--- config.mk ---
export PLATFORM = sky130hd
export DESIGN_NAME = mem_port_arbiter
export DESIGN_NICKNAME = d
export VERILOG_FILES = /design/src/rtl/mem_port_arbiter_pkg.sv /design/src/rtl/mem_lane_align.sv /design/src/rtl/mem_port_arbiter.sv
export SDC_FILE = /design/constraint.sdc
export NUM_CORES = 1
export LEC_CHECK = 0
export ABC_CLOCK_PERIOD_IN_PS = 3800
export CORE_ASPECT_RATIO = 1.75
export CORE_MARGIN = 4
export CORE_UTILIZATION = 30
export CTS_BUF_LIST = sky130_fd_sc_hd__clkbuf_4
export CTS_CLUSTER_DIAMETER = 50
export DETAILED_ROUTE_END_ITERATION = 6
export GPL_ROUTABILITY_DRIVEN = 1
export PLACE_DENSITY_LB_ADDON = 0.15
export SYNTH_ARGS = -nofsm -noshare
export SYNTH_HDL_FRONTEND = slang
export SYNTH_SLANG_ARGS = --single-unit
--- constraint.sdc ---
create_clock -name i_clk -period 3.8 [get_ports i_clk]
set_clock_uncertainty 0.15 [all_clocks]
set_input_delay 0.57 -clock i_clk [delete_from_list [all_inputs] [get_ports i_clk]]
set_output_delay 0.57 -clock i_clk [all_outputs]
set_load 0.005 [all_outputs]
--- src/rtl/mem_port_arbiter_pkg.sv ---
`default_nettype none
// ============================================================================
// mem_port_arbiter_pkg -- shared FSM, size and owner encodings.  Rev 1.0
// ============================================================================
package mem_port_arbiter_pkg;

  typedef enum logic [1:0] {
    IDLE  = 2'd0,
    ISSUE = 2'd1,
    WAIT  = 2'd2,
    RESP  = 2'd3
  } state_e;

  localparam logic [1:0] SZ_BYTE = 2'b00;
  localparam logic [1:0] SZ_HALF = 2'b01;
  localparam logic [1:0] SZ_WORD = 2'b10;

  localparam logic OWN_IF = 1'b0;
  localparam logic OWN_D  = 1'b1;

  // Size 2'b11 behaves as a word access.
  function automatic logic is_misaligned(input logic [1:0] size, input logic [1:0] addr_lo);
    if (size == SZ_HALF) return addr_lo[0];
    if (size[1])         return addr_lo != 2'b00;
    return 1'b0;
  endfunction

endpackage
`default_nettype wire

--- src/rtl/mem_lane_align.sv ---
`default_nettype none
// ============================================================================
// mem_lane_align -- store lane mask/replication and load extract/extend.  Rev 1.0
// ============================================================================
module mem_lane_align
  import mem_port_arbiter_pkg::*;
(
  input  logic [1:0]  st_size_i,
  input  logic [1:0]  st_addr_lo_i,
  input  logic [31:0] st_wdata_i,
  output logic [3:0]  st_mask_o,
  output logic [31:0] st_wdata_o,
  input  logic [1:0]  ld_size_i,
  input  logic [1:0]  ld_addr_lo_i,
  input  logic        ld_unsigned_i,
  input  logic [31:0] ld_rdata_i,
  output logic [31:0] ld_data_o
);

  logic [7:0]  w_ld_byte;
  logic [15:0] w_ld_half;

  always_comb begin
    st_mask_o  = 4'b1111;
    st_wdata_o = st_wdata_i;
    case (st_size_i)
      SZ_BYTE: begin
        st_mask_o  = 4'b0001 << st_addr_lo_i;
        st_wdata_o = {4{st_wdata_i[7:0]}};
      end
      SZ_HALF: begin
        st_mask_o  = st_addr_lo_i[1] ? 4'b1100 : 4'b0011;
        st_wdata_o = {2{st_wdata_i[15:0]}};
      end
      default: ;
    endcase
  end

  always_comb begin
    case (ld_addr_lo_i)
      2'd0:    w_ld_byte = ld_rdata_i[7:0];
      2'd1:    w_ld_byte = ld_rdata_i[15:8];
      2'd2:    w_ld_byte = ld_rdata_i[23:16];
      default: w_ld_byte = ld_rdata_i[31:24];
    endcase
    w_ld_half = ld_addr_lo_i[1] ? ld_rdata_i[31:16] : ld_rdata_i[15:0];
  end

  always_comb begin
    case (ld_size_i)
      SZ_BYTE: ld_data_o = {{24{~ld_unsigned_i & w_ld_byte[7]}}, w_ld_byte};
      SZ_HALF: ld_data_o = {{16{~ld_unsigned_i & w_ld_half[15]}}, w_ld_half};
      default: ld_data_o = ld_rdata_i;
    endcase
  end

endmodule
`default_nettype wire

--- src/rtl/mem_port_arbiter.sv ---
`default_nettype none
// ============================================================================
// mem_port_arbiter -- fetch/data sharing of one fixed-latency memory port.  Rev 1.0
// ============================================================================
module mem_port_arbiter
  import mem_port_arbiter_pkg::*;
#(
  parameter int MEM_LATENCY    = 2,
  parameter int MAX_DATA_BURST = 4
) (
  input  logic        i_clk,
  input  logic        i_rst_n,
  input  logic        i_if_req,
  input  logic [31:0] i_if_addr,
  output logic        o_if_ready,
  output logic        o_if_valid,
  output logic [31:0] o_if_rdata,
  input  logic        i_d_req,
  input  logic        i_d_wen,
  input  logic [31:0] i_d_addr,
  input  logic [31:0] i_d_wdata,
  input  logic [1:0]  i_d_size,
  input  logic        i_d_unsigned,
  output logic        o_d_ready,
  output logic        o_d_valid,
  output logic [31:0] o_d_rdata,
  output logic        o_d_err,
  output logic        o_mem_req,
  output logic        o_mem_wen,
  output logic [31:0] o_mem_addr,
  output logic [31:0] o_mem_wdata,
  output logic [3:0]  o_mem_mask,
  input  logic [31:0] i_mem_rdata
);

  localparam int c_LAT_W   = $clog2(MEM_LATENCY + 2);
  localparam int c_BURST_W = $clog2(MAX_DATA_BURST + 1);
  localparam logic [c_LAT_W-1:0]   c_LAT_LOAD  = c_LAT_W'(MEM_LATENCY);
  localparam logic [c_LAT_W-1:0]   c_LAT_LAST  = c_LAT_W'(2);
  localparam logic [c_BURST_W-1:0] c_BURST_MAX = c_BURST_W'(MAX_DATA_BURST);

  state_e               state_q, state_d;
  logic [c_LAT_W-1:0]   lat_q, lat_d;
  logic [c_BURST_W-1:0] burst_q, burst_d;
  logic                 owner_q, wen_q, err_q, uns_q;
  logic [1:0]           size_q;
  logic [31:0]          addr_q, wdata_q;
  logic [3:0]           mask_q;

  logic        w_grant_d, w_grant_if, w_idle, w_d_acc, w_if_acc, w_d_mis;
  logic [3:0]  w_st_mask;
  logic [31:0] w_st_wdata, w_ld_data;

  // Data wins unless fetch has waited through a full data burst.
  assign w_grant_d  = i_d_req & ~(i_if_req & (burst_q == c_BURST_MAX));
  assign w_grant_if = i_if_req & ~w_grant_d;
  assign w_idle     = i_rst_n & (state_q == IDLE);
  assign o_d_ready  = w_idle & w_grant_d;
  assign o_if_ready = w_idle & w_grant_if;
  assign w_d_acc    = o_d_ready;
  assign w_if_acc   = o_if_ready;
  assign w_d_mis    = is_misaligned(i_d_size, i_d_addr[1:0]);

  mem_lane_align u_align (
    .st_size_i     (i_d_size),
    .st_addr_lo_i  (i_d_addr[1:0]),
    .st_wdata_i    (i_d_wdata),
    .st_mask_o     (w_st_mask),
    .st_wdata_o    (w_st_wdata),
    .ld_size_i     (size_q),
    .ld_addr_lo_i  (addr_q[1:0]),
    .ld_unsigned_i (uns_q),
    .ld_rdata_i    (i_mem_rdata),
    .ld_data_o     (w_ld_data)
  );

  always_ff @(posedge i_clk or negedge i_rst_n) begin
    if (!i_rst_n) begin
      state_q <= IDLE;
      lat_q   <= '0;
      burst_q <= '0;
    end else begin
      state_q <= state_d;
      lat_q   <= lat_d;
      burst_q <= burst_d;
    end
  end

  always_comb begin
    state_d = state_q;
    lat_d   = lat_q;
    case (state_q)
      IDLE: begin
        if (w_d_acc && w_d_mis)      state_d = RESP;
        else if (w_d_acc || w_if_acc) state_d = ISSUE;
      end
      ISSUE: begin
        lat_d   = c_LAT_LOAD;
        state_d = (MEM_LATENCY == 1) ? RESP : WAIT;
      end
      WAIT: begin
        lat_d = lat_q - 1'b1;
        if (lat_q == c_LAT_LAST) state_d = RESP;
      end
      RESP:    state_d = IDLE;
      default: state_d = IDLE;
    endcase
  end

  always_comb begin
    burst_d = burst_q;
    if (!i_if_req || w_if_acc)                      burst_d = '0;
    else if (w_d_acc && (burst_q != c_BURST_MAX))  burst_d = burst_q + 1'b1;
  end

  always_ff @(posedge i_clk or negedge i_rst_n) begin
    if (!i_rst_n) begin
      owner_q <= OWN_IF;
      wen_q   <= 1'b0;
      err_q   <= 1'b0;
      uns_q   <= 1'b0;
      size_q  <= SZ_WORD;
      addr_q  <= '0;
      wdata_q <= '0;
      mask_q  <= '0;
    end else if (w_d_acc) begin
      owner_q <= OWN_D;
      wen_q   <= i_d_wen;
      err_q   <= w_d_mis;
      uns_q   <= i_d_unsigned;
      size_q  <= i_d_size;
      addr_q  <= i_d_addr;
      wdata_q <= i_d_wen ? w_st_wdata : 32'h0;
      mask_q  <= i_d_wen ? w_st_mask : 4'b0000;
    end else if (w_if_acc) begin
      owner_q <= OWN_IF;
      wen_q   <= 1'b0;
      err_q   <= 1'b0;
      uns_q   <= 1'b0;
      size_q  <= SZ_WORD;
      addr_q  <= i_if_addr;
      wdata_q <= 32'h0;
      mask_q  <= 4'b0000;
    end
  end

  always_comb begin
    o_mem_req   = 1'b0;
    o_mem_wen   = 1'b0;
    o_mem_addr  = 32'h0;
    o_mem_wdata = 32'h0;
    o_mem_mask  = 4'b0000;
    o_if_valid  = 1'b0;
    o_if_rdata  = 32'h0;
    o_d_valid   = 1'b0;
    o_d_rdata   = 32'h0;
    o_d_err     = 1'b0;
    case (state_q)
      ISSUE: begin
        o_mem_req   = 1'b1;
        o_mem_wen   = wen_q;
        o_mem_addr  = {addr_q[31:2], 2'b00};
        o_mem_wdata = wdata_q;
        o_mem_mask  = mask_q;
      end
      RESP: begin
        if (owner_q == OWN_IF) begin
          o_if_valid = 1'b1;
          o_if_rdata = i_mem_rdata;
        end else begin
          o_d_valid = 1'b1;
          o_d_err   = err_q;
          if (!err_q && !wen_q) o_d_rdata = w_ld_data;
        end
      end
      default: ;
    endcase
  end

endmodule
`default_nettype wire

==> results.py, run 1 <==
metrics = {
    "cts": {
        "cts_root_buf": "clkbuf_4",
        "clock_sinks": 81,
        "clk_pin_slew_ns": 0.12,
        "cts_buffers": 9,
        "insertion_delay_ns": 0.42,
        "cts_tree": "yes",
        "cts_max_level": 3,
        "cts_max_path_buffers": 2,
    },
    "route": {
        "wl_per_cell_um": 19.36,
        "via_per_inst": 4.965,
        "routed_wirelength_mm": 20.91,
        "drt_iter0_drc": 205,
        "drtPass1Iterations": 4,
        "drc": 0,
        "num_vias": 5362,
        "ant_nets": 0,
    },
    "timing": {
        "timing.hold.ws_ns": 0.3379,
        "max_freq_ghz": 0.2880,
        "setup_ws_ns": 0.3273,
        "worst_slew_margin_rel_pct": 32.83,
        "tightest_slew_ns": 1.008,
        "fin_crit_sh_pct": 91.39,
        "fin_tns_setup_ns": 0,
        "setup_viol": 0,
        "timing.final.max_slew_violations": 0,
        "post-route-min-period_ns": 3.473,
        "rsz0062_at_grt": "false",
        "hold_violations": 0,
    },
    "floorplanning": {
        "die_w_um": 107.8,
        "die-height_um": 182.7,
        "fp-row-count": 63,
        "initial_core_util_pct": 30.73,
        "fp.coreArea_um2": 17030,
        "boundaryPins": 275,
        "dieArea_um2": 19700,
    },
    "power_and_ir_drop": {
        "finalPower_mw": 4.655,
        "seqPwrFrac_pct": 32.6,
        "leakage_nw": 3.545,
        "sw_frac_of_total_pct": 36.82,
        "comb_power_share_pct": 52.3,
        "p_int_mw": 2.941,
        "p_sw_mw": 1.714,
        "peakVddDrop_v": 0.0002326,
        "p_per_area_nw_per_um2": 558.0,
        "clkPwrFrac_pct": 15.1,
    },
    "min_path": {
        "hold_class": "reg2reg",
        "min_path_cells": 2,
    },
    "critical_path": {
        "slowest_stage": "clkdlybuf4s50_1",
        "cp-end-kind": "output pin",
        "critPathArrivalTime_ns": 2.75,
        "critPathMaxFanout": 12,
        "cpPeakStageDelay_ns": 0.49,
        "startpoint_type": "register",
        "critical_path_class": "reg2out",
        "required_ns": 3.08,
        "worstPathCellList": "ha_1 > and4bb_2 > and2_1 > a2111oi_4 > buf_4 > nor3_1 > clkdlybuf4s50_1",
        "reg2reg_depth": 7,
    },
    "placement": {
        "portBuffers": 272,
        "place_ws_ns": -0.002095,
        "dp.final_hpwl_mm": 16.67,
        "place.gp.congestion": 0.9182,
    },
    "finish": {
        "area_growth_pct": 59.45,
        "nNetsFinal": 993,
        "layout-drive-gt1-share_pct": 5.516,
        "layout_commonest_cell": "clkdlybuf4s50_1",
        "final_cell_mix": "271 x clkdlybuf4s50_1, 102 x and2_1, 80 x dfrtp_1",
    },
    "grt": {
        "grt_usage_pct": 20.57,
        "grt_use_met2_pct": 39.18,
        "antenna_found_initial": 1,
        "grt_pass1_wl_mm": 31.35,
        "grtUsageMet1_pct": 20.69,
        "grt_pass1_vias": 5603,
        "grt_max_degree": 77,
        "busiest_layer": "met2",
        "grtUsageMet3_pct": 4.496,
        "overflow": 0,
    },
    "yosys": {
        "synth_area_leaders": "dfrtp_1 38%, mux2i_1 12%, and2_1 12%",
        "netlist_area_um2": 5233,
        "syn_avg_cell_area_um2": 8.721,
        "yosys.area.top_type": "dfrtp_1",
        "ys_seq_area_share_pct": 38.76,
        "synth_warnings": 0,
        "ys_ff_latch": 81,
        "netlist.area_leader.share_pct": 38.26,
        "syn_inst": 600,
        "synth.distinct_cells": 42,
    },
    "run_status": {
        "status": "finished clean",
    },
    "job": {
        "drv_cap": 0,
    },
}
-- final cells by class --
class / count / area, µm²
multi-input cells: 459 / 2955
fillers: 1691 / 8683
repair buffers: 287 / 2835
well taps: 227 / 284.0
clock inverters: 5 / 128.9
inverters: 11 / 41.29
flip-flops and latches: 81 / 2028
diodes: 1 / 2.502
clock buffers: 9 / 67.56
-- state kept, by name (all words and copies together) (netlist names) --
| signal | cells |
|---|---|
| lat_q | 2 |
| wen_q | 1 |
| burst_q | 3 |
| mask_q | 4 |
| addr_q | 32 |
| owner_q | 1 |
| size_q | 2 |
| err_q | 1 |
| state_q | 2 |
| uns_q | 1 |
| wdata_q | 32 |
-- worst max-delay path: cells and delay by family (launching register included) --
kind / cells / cell delay, ns
buffers and inverters: 2 / 0.72
AO/OA/AOI/OAI: 1 / 0.30
flip-flops: 1 / 0.43
adder cells (fa/ha/maj): 1 / 0.25
AND/OR/NAND/NOR: 3 / 0.64
-- logic make-up after synthesis --
kind of cell               synth area share [%]
other                                   0.07167
adders and majority gates                 1.913
AOI/OAI and AO/OA                         16.40
and+or+nand+nor                           25.37
buffers and inverters                     5.237
DFF                                       38.76
muxes                                     12.24
-- cells in the mapped netlist (all sizes together) --
cell type / count
a2111oi: 1
a211oi: 1
a21boi: 6
a21o: 2
a21oi: 16
a222oi: 2
a22o: 9
a2bb2oi: 7
a31oi: 4
a32oi: 2
and2: 102
and3: 1
and4bb: 1
buf: 23
clkbuf: 27
conb: 1
dfrtp: 80
dfstp: 1
ha: 8
inv: 11
mux2i: 64
nand2: 70
nand2b: 2
nand3: 3
nand4: 2
nor2: 27
nor2b: 21
nor3: 17
nor3b: 2
nor4: 1
o211ai: 2
o21ai: 67
o221a: 7
o22ai: 7
o31ai: 1
or2: 1
or3b: 1
-- worst paths after layout --
check / start / slack (ns) / end
hold / removal: wdata_q[27]$_DFFE_PN0N_ / 0.34 / wdata_q[27]$_DFFE_PN0N_
hold reg to reg: wdata_q[27]$_DFFE_PN0N_ / 0.34 / wdata_q[27]$_DFFE_PN0N_
max in group asynchronous: i_rst_n / 1.83 / lat_q[0]$_DFFE_PN0P_
setup / recovery: state_q[0]$_DFFE_PN0P_ / 0.33 / o_d_rdata[30]
min in group asynchronous: i_rst_n / 0.43 / burst_q[1]$_DFFE_PN0P_
setup reg to reg: state_q[1]$_DFFE_PN0P_ / 1.12 / wdata_q[26]$_DFFE_PN0N_
-- layer usage --
layer / share of wire, % / wire length (µm)
met5: 0 / 0
met4: 3.8 / 805
met3: 7.4 / 1550
met2: 55 / 11400
met1: 34 / 7157
-- power groups by stage --
stage | Combinational, mW | Sequential (mW) | Clock (mW)
2_1_floorplan | 1.34 | 1.42 | 0
3_3_place_gp | 2.39 | 1.51 | 0
3_5_place_dp | 2.43 | 1.53 | 0
4_1_cts | 2.46 | 1.52 | 0.732
5_1_grt | 2.67 | 1.57 | 0.768
6_report | 2.43 | 1.52 | 0.704
-- timing repair --
action	4_1_cts	5_1_grt
endpoints found under the setup margin	16	2
endpoints found under the hold margin	5	0
gates resized for setup	0	1
pin swaps	1	0
hold buffers	1	0
buffers inserted	2	0
-- through the flow --
step	utilization, %	cells	instance area [µm²]
4_1_cts	48.96	1079	8337
2_1_floorplan	-	601	5236
3_3_place_gp	47.66	1062	8115
6_report	49.00	1080	8343
3_5_place_dp	47.66	1062	8115
5_1_grt	49.00	1080	8343
No activity file was read; power rests on OpenSTA's default activity.
==> run 2: changes to the inputs <==
--- a/config.mk
+++ b/config.mk
@@ -13,6 +13,7 @@
 export CTS_CLUSTER_DIAMETER = 50
 export DETAILED_ROUTE_END_ITERATION = 6
 export GPL_ROUTABILITY_DRIVEN = 1
+export MAX_ROUTING_LAYER = met4
 export PLACE_DENSITY_LB_ADDON = 0.15
 export SYNTH_ARGS = -nofsm -noshare
 export SYNTH_HDL_FRONTEND = slang
==> run 2 against run 1 <==
Sequential share of layout area did not move; critical path depth did not move; maximum frequency barely moved; first-iteration DRC count fell by 1.5%; total power barely moved; clock power barely moved.
==> results.py, run 2 (same netlist as run 1, synthesis figures left out) <==
metrics = {
    "run_status": {
        "status": "finished clean",
    },
    "timing": {
        "setup_viol": 0,
        "setup_ws_ns": 0.3279,
        "max_freq_ghz": 0.2880,
        "timing.final.max_slew_violations": 0,
        "worst_slew_margin_rel_pct": 32.78,
        "tightest_slew_ns": 1.008,
        "rsz0062_at_grt": "false",
        "post-route-min-period_ns": 3.472,
        "hold_violations": 0,
        "fin_crit_sh_pct": 91.37,
    },
    "critical_path": {
        "required_ns": 3.08,
        "critical_path_class": "reg2out",
        "critPathArrivalTime_ns": 2.75,
        "reg2reg_depth": 7,
        "worstPathCellList": "ha_1 > and4bb_2 > and2_1 > a2111oi_4 > buf_4 > nor3_1 > clkdlybuf4s50_1",
        "rr_startpoint": "state_q[1]$_DFFE_PN0P_",
        "startpoint_type": "register",
        "critPathMaxFanout": 12,
        "reg2reg_slack_ns": 1.10,
        "cpPeakStageDelay_ns": 0.48,
        "cp-end-kind": "output pin",
        "timing.rr.end": "wdata_q[31]$_DFFE_PN0N_",
        "slowest_stage": "clkdlybuf4s50_1",
    },
    "placement": {
        "portBuffers": 272,
        "place_area_um2": 8115,
        "place_ws_ns": -0.002095,
        "place.gp.congestion": 0.9343,
        "dp.final_hpwl_mm": 16.67,
    },
    "grt": {
        "grt_usage_pct": 21.22,
        "grt_max_degree": 77,
        "overflow": 0,
        "grt_pass1_wl_mm": 31.31,
        "grt_pass1_vias": 5600,
        "antenna_found_initial": 1,
    },
    "finish": {
        "layout_commonest_cell": "clkdlybuf4s50_1",
        "layout-drive-gt1-share_pct": 5.516,
        "stdcell_area_um2": 8343,
        "top_regs": "addr_q x32, wdata_q x32, mask_q x4",
        "nNetsFinal": 993,
        "seq_area_um2": 2028,
        "area_growth_pct": 59.45,
        "nFillCells": 1691,
        "postLayoutCoreUtil_pct": 49.00,
        "multi_input_area_um2": 2955,
        "final_cell_mix": "271 x clkdlybuf4s50_1, 102 x and2_1, 80 x dfrtp_1",
    },
    "power_and_ir_drop": {
        "leakage_nw": 3.545,
        "peakVddDrop_v": 0.0002325,
        "p_per_area_nw_per_um2": 557.9,
    },
    "job": {
        "drv_cap": 0,
    },
    "floorplanning": {
        "initial_core_util_pct": 30.73,
        "die_w_um": 107.8,
        "die-height_um": 182.7,
        "boundaryPins": 275,
        "dieArea_um2": 19700,
        "fp-row-count": 63,
        "fp.coreArea_um2": 17030,
    },
    "route": {
        "drc": 0,
        "via_per_inst": 4.952,
        "ant_nets": 0,
        "routed_wirelength_mm": 20.94,
        "drt_iter0_drc": 202,
        "num_vias": 5348,
        "drtPass1Iterations": 4,
        "wl_per_cell_um": 19.39,
    },
    "cts": {
        "clock_sinks": 81,
        "cts_max_path_buffers": 2,
        "insertion_delay_ns": 0.42,
        "cts_root_buf": "clkbuf_4",
        "cts_max_level": 3,
        "clk_pin_slew_ns": 0.12,
        "cts_buffers": 9,
        "cts_tree": "yes",
    },
    "min_path": {
        "hold_end": "wdata_q[27]$_DFFE_PN0N_",
        "min_path_cells": 2,
        "hold_class": "reg2reg",
        "hold_start": "wdata_q[27]$_DFFE_PN0N_",
    },
}
[run 2: cell counts in the layout (fill, tap and decap cells not counted)]
No cell type changed its count.
[run 2: worst max path at each step]
| stage | startpoint | endpoint | slack (ns) |
|---|---|---|---|
| 2_1_floorplan | state_q[0]$_DFFE_PN0P_ | o_d_rdata[21] | 1.48 |
| 3_3_place_gp | i_mem_rdata[31] | o_d_rdata[18] | 0.04 |
| 3_5_place_dp | i_mem_rdata[31] | o_d_rdata[24] | -0.002 |
| 4_1_cts | state_q[1]$_DFFE_PN0P_ | o_d_rdata[24] | 0.19 |
| 5_1_grt | state_q[1]$_DFFE_PN0P_ | o_d_rdata[24] | 0.12 |
| 6_report | state_q[0]$_DFFE_PN0P_ | o_d_rdata[24] | 0.33 |
[run 2: timing repair]
action	4_1_cts	5_1_grt
hold buffers	1	0
setup buffers	2	0
hold endpoints to repair	5	0
setup endpoints to repair	16	2
resized for setup	0	1
pin swaps	1	0
[run 2: cell type report]
type | count | share of cell area [%]
Antenna cell | 1 | 0.02999
Clock buffer | 9 | 0.8098
Clock inverter | 5 | 1.545
Tap cell | 227 | 3.404
Sequential cell | 81 | 24.31
Inverter | 11 | 0.4949
Timing Repair Buffer | 287 | 33.98
Multi-Input combinational cell | 459 | 35.42
[run 2: per-layer routing]
layer	GRT usage (%)	part of all wire (%)
met2	38.98	54
met5	-	0
met1	21.20	35
met4	9.808	3.9
met3	4.000	6.7
[run 2: per-stage QoR]
step | setup TNS (ns) | power, mW | cells | hold slack (ns)
finish | 0 | 4.654 | 1080 | 0.3388
global placement | 0 | 3.905 | 1062 | 0.2692
floorplan | 0 | 2.763 | 601 | 0.1244
CTS | 0 | 4.711 | 1079 | 0.3427
detailed placement | -0.003315 | 3.964 | 1062 | 0.2737
global route | 0 | 5.014 | 1080 | 0.3654
[run 2: worst max-delay path, delay by kind of cell (launching register included)]
kind	cells	cell delay, ns
buf+inv	2	0.71
simple gates	3	0.64
flops	1	0.44
compound gates	1	0.30
fa+ha+maj	1	0.25
[run 2: power breakdown]
group	leakage (nW)	total [mW]	internal, mW	switching (mW)
logic	2.40	2.43	1.29	1.15
clock network	0.102	0.705	0.395	0.310
registers	1.04	1.52	1.26	0.257
total	3.55	4.65	2.94	1.71
==> run 3: changes to the inputs <==
--- a/config.mk
+++ b/config.mk
@@ -6,14 +6,13 @@
 export NUM_CORES = 1
 export LEC_CHECK = 0
 export ABC_CLOCK_PERIOD_IN_PS = 3800
-export CORE_ASPECT_RATIO = 1.75
+export CAP_MARGIN = 40
 export CORE_MARGIN = 4
 export CORE_UTILIZATION = 30
 export CTS_BUF_LIST = sky130_fd_sc_hd__clkbuf_4
 export CTS_CLUSTER_DIAMETER = 50
 export DETAILED_ROUTE_END_ITERATION = 6
 export GPL_ROUTABILITY_DRIVEN = 1
-export MAX_ROUTING_LAYER = met4
 export PLACE_DENSITY_LB_ADDON = 0.15
 export SYNTH_ARGS = -nofsm -noshare
 export SYNTH_HDL_FRONTEND = slang
==> run 3 against run 2 <==
Non-clock buffer count up 1; setup slack got worse by 0.087 ns; flip-flop and latch count unchanged; clock power fell by 16%; register-to-register slack lost 0.03 ns; die area fell by 0.43%; maximum frequency fell by 2.4%; combinational power is essentially flat; final cell count is 0.19% higher; sequential share of layout area is essentially flat.
==> results.py, run 3 (same netlist as run 1, synthesis figures left out) <==
metrics = {
    "critical_path": {
        "critical_path_class": "reg2out",
        "cp-end-kind": "output pin",
        "startpoint_type": "register",
        "critPathArrivalTime_ns": 2.84,
        "required_ns": 3.08,
        "critPathMaxFanout": 9,
    },
    "cts": {
        "clock_sinks": 81,
        "cts_buffers": 9,
        "cts_resized": 0,
        "cts_tree": "yes",
        "cts_max_path_buffers": 2,
        "clk_pin_slew_ns": 0.13,
        "cts_max_level": 3,
        "cts_root_buf": "clkbuf_4",
        "insertion_delay_ns": 0.42,
    },
    "power_and_ir_drop": {
        "leakage_nw": 3.539,
        "p_per_area_nw_per_um2": 543.9,
        "sw_frac_of_total_pct": 37.31,
        "p_int_mw": 2.841,
        "p_sw_mw": 1.691,
        "seqPwrFrac_pct": 33.6,
        "peakVddDrop_v": 0.0002820,
        "finalPower_mw": 4.532,
        "clkPwrFrac_pct": 13.0,
        "comb_power_share_pct": 53.3,
    },
    "grt": {
        "busiest_layer": "met2",
        "antenna_found_initial": 2,
        "grtUsageMet3_pct": 4.029,
        "overflow": 0,
        "grt_use_met2_pct": 35.07,
        "grtUsageMet1_pct": 23.37,
        "grt_pass1_wl_mm": 30.74,
        "grt_max_degree": 73,
        "grt_usage_pct": 19.50,
        "grt_pass1_vias": 5551,
    },
    "timing": {
        "hold_violations": 0,
        "worst_slew_margin_rel_pct": 49.59,
        "post-route-min-period_ns": 3.559,
        "setup_viol": 0,
        "timing.hold.ws_ns": 0.3403,
        "fin_tns_setup_ns": 0,
        "rsz0062_at_grt": "false",
        "fin_crit_sh_pct": 93.67,
        "setup_ws_ns": 0.2407,
        "tightest_slew_ns": 0.7562,
        "max_freq_ghz": 0.2810,
        "timing.final.max_slew_violations": 0,
    },
    "route": {
        "wl_per_cell_um": 18.25,
        "routed_wirelength_mm": 19.75,
        "drc": 0,
        "ant_nets": 0,
        "via_per_inst": 4.927,
        "drt_iter0_drc": 222,
        "drtPass1Iterations": 5,
        "num_vias": 5331,
    },
    "finish": {
        "top_regs": "addr_q x32, wdata_q x32, mask_q x4",
        "nNetsFinal": 994,
        "layout_commonest_cell": "clkdlybuf4s50_1",
        "area_growth_pct": 59.25,
        "layout-drive-gt1-share_pct": 5.614,
        "postLayoutCoreUtil_pct": 48.51,
        "final_cell_mix": "271 x clkdlybuf4s50_1, 102 x and2_1, 80 x dfrtp_1",
    },
    "floorplanning": {
        "fp.coreArea_um2": 17180,
        "fp-row-count": 48,
        "boundaryPins": 275,
        "die_w_um": 140.1,
        "dieArea_um2": 19620,
        "die-height_um": 140.1,
        "initial_core_util_pct": 30.46,
    },
    "placement": {
        "dp.final_hpwl_mm": 15.40,
        "place_ws_ns": 0.1018,
        "portBuffers": 272,
        "place.gp.congestion": 0.8739,
    },
    "min_path": {
        "hold_class": "reg2reg",
    },
    "run_status": {
        "status": "finished clean",
    },
    "job": {
        "drv_cap": 0,
    },
}
-- run 3: stage by stage --
stage               instance area, µm²  instances
floorplan                         5236        601
global placement                  8113       1060
detailed placement                8135       1062
CTS                               8328       1080
global route                      8333       1082
finish                            8333       1082
-- run 3: power groups by stage --
stage	combinational [mW]	clock, mW	sequential, mW
5_1_grt	2.66	0.652	1.58
3_5_place_dp	2.41	0	1.54
4_1_cts	2.45	0.611	1.52
2_1_floorplan	1.34	0	1.42
6_report	2.42	0.590	1.52
3_3_place_gp	2.36	0	1.52
-- run 3: cell type report --
class	count	area, µm²
fillers	1649	8843
multi-input cells	459	2952
repair buffers	288	2863
flip-flops and latches	81	2028
well taps	225	281.5
clock buffers	11	82.58
clock inverters	5	80.08
inverters	11	41.29
diodes	2	5.005
-- run 3: worst paths after layout --
path	start	to	slack (ns)	cells after the start
setup / recovery	addr_q[0]$_DFFE_PN0N_	o_d_rdata[5]	0.24	5
hold / removal	wdata_q[20]$_DFFE_PN0N_	wdata_q[20]$_DFFE_PN0N_	0.34	2
setup reg to reg	state_q[1]$_DFFE_PN0P_	wdata_q[5]$_DFFE_PN0N_	1.07	7
hold reg to reg	wdata_q[20]$_DFFE_PN0N_	wdata_q[20]$_DFFE_PN0N_	0.34	2
max in group asynchronous	i_rst_n	addr_q[8]$_DFFE_PN0N_	1.90	3
min in group asynchronous	i_rst_n	addr_q[28]$_DFFE_PN0N_	0.49	2
-- run 3: timing repair --
item / in CTS / in global routing
hold buffers: 1 / 0
setup endpoints to repair: 16 / 0
setup buffers: 1 / 0
hold endpoints to repair: 24 / 0
-- run 3: critical path, stage by stage (launching register included) --
cell	delay, ns
dfrtp_1	0.52
nor2b_1	0.55
nand2b_1	0.34
a2bb2oi_1	0.26
o221a_2	0.23
clkdlybuf4s50_1	0.51
-- run 3: routing by layer --
metal / part of all wire (%) / wire length [µm]
met1: 40 / 7941
met2: 51 / 10100
met3: 6.5 / 1284
met4: 2.2 / 426
met5: 0 / 0
